==> src/rtl/bram_fifo_pkg.sv <==
// Shared geometry and helpers for the block-RAM backed FWFT FIFO.
// The RAM keeps one slot free, so it holds at most RAM_CAP words.
package bram_fifo_pkg;

  localparam int DATA_W    = 16;
  localparam int ADDR_W    = 8;
  localparam int RAM_DEPTH = 1 << ADDR_W;
  localparam int RAM_CAP   = RAM_DEPTH - 1;
  localparam int STAGE_CAP = 2;
  localparam int CNT_W     = 9;

  typedef logic [DATA_W-1:0] data_t;
  typedef logic [ADDR_W-1:0] addr_t;
  typedef logic [CNT_W-1:0]  cnt_t;

  // Number of words held in or heading for the output stage.
  function automatic logic [2:0] stage_occ(input logic head_full,
                                           input logic skid_full,
                                           input logic inflight);
    return {2'b00, head_full} + {2'b00, skid_full} + {2'b00, inflight};
  endfunction

endpackage

==> src/rtl/bram_256x16.sv <==
// Simple dual-port block RAM, 256 x 16, registered read port.
// Read data appears on o_rdata the cycle after i_re.
module bram_256x16
  import bram_fifo_pkg::*;
(
  input  logic              i_wclk,
  input  logic              i_we,
  input  logic [ADDR_W-1:0] i_waddr,
  input  logic [DATA_W-1:0] i_wdata,
  input  logic              i_rclk,
  input  logic              i_re,
  input  logic [ADDR_W-1:0] i_raddr,
  output logic [DATA_W-1:0] o_rdata
);

  logic [DATA_W-1:0] r_mem [RAM_DEPTH];
  logic [DATA_W-1:0] r_rdata;

  always_ff @(posedge i_wclk) begin
    if (i_we) begin
      r_mem[i_waddr] <= i_wdata;
    end
  end

  always_ff @(posedge i_rclk) begin
    if (i_re) begin
      r_rdata <= r_mem[i_raddr];
    end
  end

  assign o_rdata = r_rdata;

endmodule

==> src/rtl/bram_fifo.sv <==
// First-word-fall-through FIFO: 256x16 block RAM feeding a two-entry
// output stage (head + skid) so one push and one pop per cycle can be sustained.
module bram_fifo
  import bram_fifo_pkg::*;
(
  input  logic              i_clk,
  input  logic              i_rst,
  input  logic              i_wr,
  input  logic [DATA_W-1:0] i_wdata,
  output logic              o_full,
  output logic              o_valid,
  output logic [DATA_W-1:0] o_rdata,
  input  logic              i_rd,
  output logic [CNT_W-1:0]  o_count,
  output logic              o_ovf,
  output logic              o_udf
);

  logic [ADDR_W-1:0] r_wptr;
  logic [ADDR_W-1:0] r_rptr;
  logic              r_inflight;
  logic              r_head_full;
  logic              r_skid_full;
  logic [DATA_W-1:0] r_head;
  logic [DATA_W-1:0] r_skid;
  logic [CNT_W-1:0]  r_count;
  logic              r_ovf;
  logic              r_udf;

  logic [ADDR_W-1:0] w_ram_used;
  logic              w_ram_empty;
  logic              w_full;
  logic              w_push;
  logic              w_pop;
  logic              w_re;
  logic [2:0]        w_occ;
  logic [DATA_W-1:0] w_ram_rdata;

  assign w_ram_used  = r_wptr - r_rptr;
  assign w_ram_empty = (r_wptr == r_rptr);
  assign w_full      = (w_ram_used == ADDR_W'(RAM_CAP));

  assign w_push = i_wr & ~w_full & ~i_rst;
  assign w_pop  = i_rd & r_head_full & ~i_rst;

  // Fetch only if the word will have a place to land next cycle.
  assign w_occ = stage_occ(r_head_full, r_skid_full, r_inflight);
  assign w_re  = ~w_ram_empty & ~i_rst &
                 ((w_occ - {2'b00, w_pop}) < 3'(STAGE_CAP));

  bram_256x16 u_ram (
    .i_wclk  (i_clk),
    .i_we    (w_push),
    .i_waddr (r_wptr),
    .i_wdata (i_wdata),
    .i_rclk  (i_clk),
    .i_re    (w_re),
    .i_raddr (r_rptr),
    .o_rdata (w_ram_rdata)
  );

  always_ff @(posedge i_clk) begin
    if (i_rst) begin
      r_wptr     <= '0;
      r_rptr     <= '0;
      r_inflight <= 1'b0;
    end else begin
      if (w_push) begin
        r_wptr <= r_wptr + 8'd1;
      end
      if (w_re) begin
        r_rptr <= r_rptr + 8'd1;
      end
      r_inflight <= w_re;
    end
  end

  // Skid is only ever occupied behind a full head, which keeps order intact.
  always_ff @(posedge i_clk) begin
    if (i_rst) begin
      r_head_full <= 1'b0;
      r_skid_full <= 1'b0;
      r_head      <= '0;
      r_skid      <= '0;
    end else if (w_pop) begin
      if (r_skid_full) begin
        r_head <= r_skid;
        if (r_inflight) begin
          r_skid <= w_ram_rdata;
        end else begin
          r_skid_full <= 1'b0;
        end
      end else if (r_inflight) begin
        r_head <= w_ram_rdata;
      end else begin
        r_head_full <= 1'b0;
      end
    end else if (r_inflight) begin
      if (!r_head_full) begin
        r_head      <= w_ram_rdata;
        r_head_full <= 1'b1;
      end else begin
        r_skid      <= w_ram_rdata;
        r_skid_full <= 1'b1;
      end
    end
  end

  always_ff @(posedge i_clk) begin
    if (i_rst) begin
      r_count <= '0;
      r_ovf   <= 1'b0;
      r_udf   <= 1'b0;
    end else begin
      case ({w_push, w_pop})
        2'b10:   r_count <= r_count + 9'd1;
        2'b01:   r_count <= r_count - 9'd1;
        default: r_count <= r_count;
      endcase
      if (i_wr && w_full) begin
        r_ovf <= 1'b1;
      end
      if (i_rd && !r_head_full) begin
        r_udf <= 1'b1;
      end
    end
  end

  assign o_full  = w_full;
  assign o_valid = r_head_full;
  assign o_rdata = r_head;
  assign o_count = r_count;
  assign o_ovf   = r_ovf;
  assign o_udf   = r_udf;

endmodule

==> config.mk <==
export PLATFORM = sky130hd
export DESIGN_NAME = bram_fifo
export DESIGN_NICKNAME = d
export VERILOG_FILES = /design/src/rtl/bram_fifo_pkg.sv /design/src/rtl/bram_256x16.sv /design/src/rtl/bram_fifo.sv
export SDC_FILE = /design/constraint.sdc
export NUM_CORES = 2
export LEC_CHECK = 0
export ABC_CLOCK_PERIOD_IN_PS = 10100
export CAP_MARGIN = 20
export CELL_PAD_IN_SITES_DETAIL_PLACEMENT = 0
export CELL_PAD_IN_SITES_GLOBAL_PLACEMENT = 1
export CORE_ASPECT_RATIO = 0.8
export CORE_MARGIN = 3
export CORE_UTILIZATION = 35
export CTS_BUF_LIST = sky130_fd_sc_hd__clkbuf_8
export CTS_CLUSTER_SIZE = 40
export DETAILED_ROUTE_END_ITERATION = 16
export MAX_ROUTING_LAYER = met4
export PLACE_DENSITY_LB_ADDON = 0.1
export SYNTH_ARGS = -nofsm -noshare
export SYNTH_HDL_FRONTEND = slang
export SYNTH_SLANG_ARGS = --single-unit
==> constraint.sdc <==
create_clock -name i_clk -period 10.1 [get_ports i_clk]
set_clock_uncertainty 0.2 [all_clocks]
set_input_delay 1.01 -clock i_clk [delete_from_list [all_inputs] [get_ports i_clk]]
set_output_delay 1.01 -clock i_clk [all_outputs]
set_load 0.1 [all_outputs]
== Word-level counts from Yosys, hierarchy flattened ==
Memory sizes are Yosys's and may differ from the RTL's. A register that Yosys moved wholly into a read port is not among the register bits.
Index checks and enable logic that the tools add are counted.

* Bits of input ports: 20
* Memory bits (writable): 4096
* Register bits: 62
* Memories: 1
* Output and inout port bits: 29
* Logic and storage cells: 70

{| class="wikitable"
|+ Memory list
! name !! words !! bits a word !! rd ports !! clocked after memory_dff !! write ports !! RTL line !! RTL
|-
| u_ram.r_mem || 256 || 16 || 1 || 1 || 1 || bram_256x16.sv:16 || <nowiki>logic [DATA_W-1:0] r_mem [RAM_DEPTH];</nowiki>
|}

* Add/subtract/negate cells: 8
* Reductions and logical operators: 11
* Magnitude comparators: 1
* Mux-type cells: 21
* Bitwise operators: 9
* Equality and inequality tests: 9

{| class="wikitable"
|+ Operators with widths
! operator !! number
|-
| 16-bit two-way mux || 9
|-
| 9-bit one-hot mux with 2 select lines || 1
|-
| 8-bit by 1-bit adder with 8-bit output (second input constant) || 2
|-
| 1-bit two-way mux || 11
|-
| 9-bit by 1-bit adder with 9-bit output (second input constant) || 1
|-
| 9-bit by 1-bit subtractor with 9-bit output (second input constant) || 1
|-
| 8-bit equality test || 1
|-
| 8-bit equality test (second input constant) || 1
|-
| 2-bit inequality test (second input constant) || 4
|-
| 2-bit nonzero test || 4
|-
| 8-bit subtractor || 1
|-
| 1-bit bitwise AND || 6
|-
| 3-bit AND reduction || 2
|-
| 4-bit AND reduction || 1
|-
| 2-bit by 1-bit adder with 3-bit output || 1
|-
| 3-bit by 2-bit < comparator with 1-bit output (second input constant) || 1
|-
| 1-bit inverter || 3
|-
| 3-bit by 1-bit subtractor with 3-bit output || 1
|-
| 1-bit by 1-bit adder with 2-bit output || 1
|-
| 2-bit by 1-bit equality test with 1-bit output (second input constant) || 1
|-
| 2-bit equality test (second input constant) || 1
|-
| 1-bit logical AND || 2
|-
| 2-bit by 1-bit inequality test with 1-bit output (second input constant) || 1
|-
| 2-bit AND reduction || 1
|-
| 1-bit zero test || 1
|}

== Logic depth before layout (Yosys ltp) ==
* Depth in word-level cells: 7
* Gate-level depth with buffers: 25

== Hierarchy ==
A second synthesis with hierarchy kept.

* Cells, all modules: 7740
* Area, all modules: 162119.2 sq um

{| class="wikitable"
|+ By module, submodules not included
! module !! area each (sq um) !! instances !! cells each
|-
| bram_256x16 || 158874.9 || 1 || 7360
|-
| bram_fifo || 3244.4 || 1 || 380
|}

== Worst setup path after synthesis ==
No wires, ideal clock.

* Path kind: register to output
* Start point: register r_rptr[1]
* End point: output o_full
* Buffers on the path: 5
* Arrival time: 5.481 ns
* Stages on the path, launching flop included: 13
* Setup slack: 3.409 ns
* Cells stage by stage: dfxtp_1 -> buf_2 -> buf_2 -> buf_2 -> buf_2 -> buf_2 -> inv_1 -> ha_1 -> nor2b_1 -> o21a_1 -> o21a_1 -> o31a_1 -> nor4_1

* Word-level cells in the longest chain between the ends: 2

{| class="wikitable"
|+ RTL lines
! element !! RTL line !! RTL
|-
| start: declaration || bram_fifo.sv:20 || <nowiki>logic [ADDR_W-1:0] r_rptr;</nowiki>
|-
| start signal: assignment || bram_fifo.sv:72 || <nowiki>r_rptr <= r_rptr + 8'd1;</nowiki>
|-
| 8-bit subtractor || bram_fifo.sv:39 || <nowiki>assign w_ram_used = r_wptr - r_rptr;</nowiki>
|-
| 8-bit equality test || bram_fifo.sv:41 || <nowiki>assign w_full = (w_ram_used == ADDR_W'(RAM_CAP));</nowiki>
|-
| end: declaration || bram_fifo.sv:10 || <nowiki>output logic o_full,</nowiki>
|}

No other way between the ends.

== Worst setup path after layout ==
* Start point: register r_rptr[2]
* End point: output o_full

Same word-level chain as after synthesis.

==> flow_summary.ini <==
[synthesis]
ys_seq_area_share_pct = 77.3
syn-num-nets = 7399
ys.flop_type = edfxtp_1
ys_warn_count = 0
async_flop_share_pct = 0
ys_seq_elements = 4174
yosysUniqueCellTypes = 76
syn_area_mm2 = 0.161
avgSynthCellArea_um2 = 21.9
syn_inst = 7358
synth_enable_flop_cells = 4112

[power]
internal_power_w = 0.0293
power_frac_clock_pct = 32.4
finalPower_w = 0.0415
p_sw_share_pct = 29.3
leakagePower_nw = 57.1
p_sw_w = 0.0121
power.density_mw_per_mm2 = 225
p_seq_share_pct = 46.8
peakVddDrop_uv = 161
power_frac_comb_pct = 20.8

[setup_path]
cp-end-kind = primary output
criticalPathCategory = register to primary output
slowest_delay_ps = 1150
path_cells = inv_8 > ha_1 > nor2b_1 > or4_1 > nor3_1 > nand3_1 > nor4_1 > buf_4 > clkdlybuf4s50_1
critPathMaxFanout = 33
critical_path_cell_count = 9
r2r-end = o_count[8]
crit_path_start_kind = register
r2r-start = r_rptr[2]
arrival_ps = 5980
crit_required_ps = 8890
rrSetupSlack_ps = 3390
ff2ff_path_depth = 19
crit_buf_inv = 3
cp_slowest_cell = clkdlybuf4s50_1
crit_family = buffers and inverters

[routing]
drt-initial-drc-count = 10600
postRouteAntennaNets = 0
wl_um = 535000
wl_per_cell_um = 36.4
m1WireLength_um = 244000
viasPerCell = 5.58
wl_met2_um = 239000
routed.top_layer = met4
vias = 81900
wl_met3_um = 41500
drt_pass1_iterations = 5
drc_errors = 0

[hold_path]
hp-class = input pin to register
hold_start = i_wdata[3]
worstHoldEndpoint = u_ram.r_mem[223][3]
hold_path_depth = 1

[clock_network]
cts-htree-levels = 6
cts.repair.resized = 0
clkLatencyLatePin_ps = 1270
cts_buffers = 688
cts_buffer_depth = 4
clockRootBuffer = clkbuf_8
cts_tree = done
cts.clk_slew.worst_paths_ps = 60
cts.sinks = 4174

[layout]
final_cell_mix = edfxtp_1, mux4_2, clkbuf_8, buf_4, mux2i_1
areaGrowthSynthToFinish_pct = 14.0
final_cells = 14700
final_nets = 8157
drive_gt1_share_pct = 29.4
final_common_cell = edfxtp_1

[floorplanning]
core_mm2 = 0.458
start_util_pct = 35.2
num_rows = 222
dieArea_mm2 = 0.469
die_w_um = 765
io_pins = 49
die_h_um = 613

[global_routing]
grt_max_degree = 116
grt_usage_pct = 23.1
grt_overflow = 0
grt_pass1_wl_um = 722000
grt_antenna_before_repair = 57
grt_pass1_vias = 82500

[sta]
period_share_pct = 71.2
rsz0062_at_grt = false
slew_violations = 0
max_freq_ghz = 0.139
setup_viol = 0
relSlewSlack_pct = 0.440
fin_tns_setup_ps = 0
worst_pin_slew_ps = 1490
hold_viol = 0
post-route-min-period_ps = 7190

[placed_design]
dp_hpwl_um = 312000
gp_congestion = 0.825
dp_cells = 13500
io_buffers = 48

[outcome]
outcome = finished, final reports clean

[run]
cap_violations = 0
-- worst register-to-register path: stages, from the launching register on --
cell      delay, ps
dfxtp_4         740
inv_8           350
ha_1            440
nor2b_1         170
or4_1           500
nor3_1          240
nand3_1         150
o41a_1          340
buf_4           260
nand2b_1        520
ha_1            610
xor2_1          140
ha_1            230
a21oi_1         170
o21ai_0         120
a222oi_1        590
a21oi_1         150
o32a_1          200
or3_1           310
a21oi_1         150
-- sequential cells by signal, summed over array words and instances, names as in the netlist --
name and flops:
o_udf 1, r_inflight 1, o_ovf 1, r_skid 16, r_rptr 8, o_rdata 16, o_valid 1, o_count 9
r_wptr 8, r_skid_full 1, u_ram.r_mem 4096, u_ram.o_rdata 16
-- cell families after synthesis --
| family | share of synthesized area, % |
|---|---|
| AOI/OAI and AO/OA | 2.58 |
| buffers and inverters | 1.54 |
| xor gates and xnor gates | 0.109 |
| muxes | 16.5 |
| DFF | 77.3 |
| adders and majority gates | 0.167 |
| and+or+nand+nor | 1.83 |
-- final cells by class --
| type | count | area, um^2 |
|---|---|---|
| antenna | 10 | 25.0 |
| clock buffer | 703 | 9680 |
| clock inverter | 504 | 2280 |
| fill | 40700 | 274000 |
| inverter | 16 | 78.8 |
| multi-input combinational | 2727 | 35100 |
| sequential | 4174 | 125000 |
| tap | 6048 | 7570 |
| timing repair buffer | 509 | 4550 |
-- through the flow --
stage               worst slack [ps]  hold slack [ps]  cell area [um^2]  util (%)
floorplan                       3410              260            161000         -
detailed placement              3510              284            172000      37.5
finish                          2910              116            184000      40.1
global placement                2880              252            171000      37.3
global route                    2720             84.0            184000      40.1
CTS                             2610            0.829            184000      40.1
-- cells in the mapped netlist, types with 17 or more instances --
library cell / number / area share [%]
dfxtp_1: 62 / 0.77
ha_1: 20 / 0.16
nor3_1: 22 / 0.068
clkbuf_1: 180 / 0.42
o22ai_1: 38 / 0.15
xnor2_1: 17 / 0.092
buf_6: 57 / 0.40
a311oi_1: 19 / 0.10
nand2_1: 146 / 0.34
buf_1: 43 / 0.10
a211oi_1: 30 / 0.14
edfxtp_1: 4112 / 77
o21ai_1: 32 / 0.099
nor2b_1: 30 / 0.12
mux2i_1: 362 / 2.2
o21ai_0: 68 / 0.21
a221oi_1: 70 / 0.38
mux4_2: 1017 / 14
a22oi_1: 65 / 0.30
buf_4: 49 / 0.23
a21oi_1: 131 / 0.41
nand3_1: 57 / 0.18
o221ai_1: 32 / 0.17
buf_2: 109 / 0.34
nor2_1: 377 / 0.88
-- timing repair --
item                      4_1_cts  5_1_grt
hold buffers                   11        0
setup buffers                   0        0
hold endpoints to repair      521        0
-- power by group through the flow --
stage	combinational (W)	sequential [W]	clock, W
2_1_floorplan	0.00572	0.0197	0
3_3_place_gp	0.00871	0.0197	0
3_5_place_dp	0.00876	0.0197	0
4_1_cts	0.00879	0.0194	0.0138
5_1_grt	0.00910	0.0194	0.0146
6_report	0.00863	0.0194	0.0134
-- how the worst max path moves through the flow --
stage                                   end      start  slack (ps)
after floorplan                      o_full  r_rptr[1]        3410
after global placement    u_ram.o_rdata[10]  r_rptr[1]        2880
after detailed placement         o_count[8]  r_rptr[0]        3510
after CTS                            o_full  r_rptr[0]        2610
after global routing                 o_full  r_rptr[0]        2720
final                                o_full  r_rptr[2]        2910
-- per-layer routing --
metal	global-route usage, %	vias up
met2	33.8	3365
li1	-	32700
met4	4.55	0
met3	4.49	659
met5	-	-
met1	34.0	45200
Note: power is estimated with default switching activity, not from simulation.
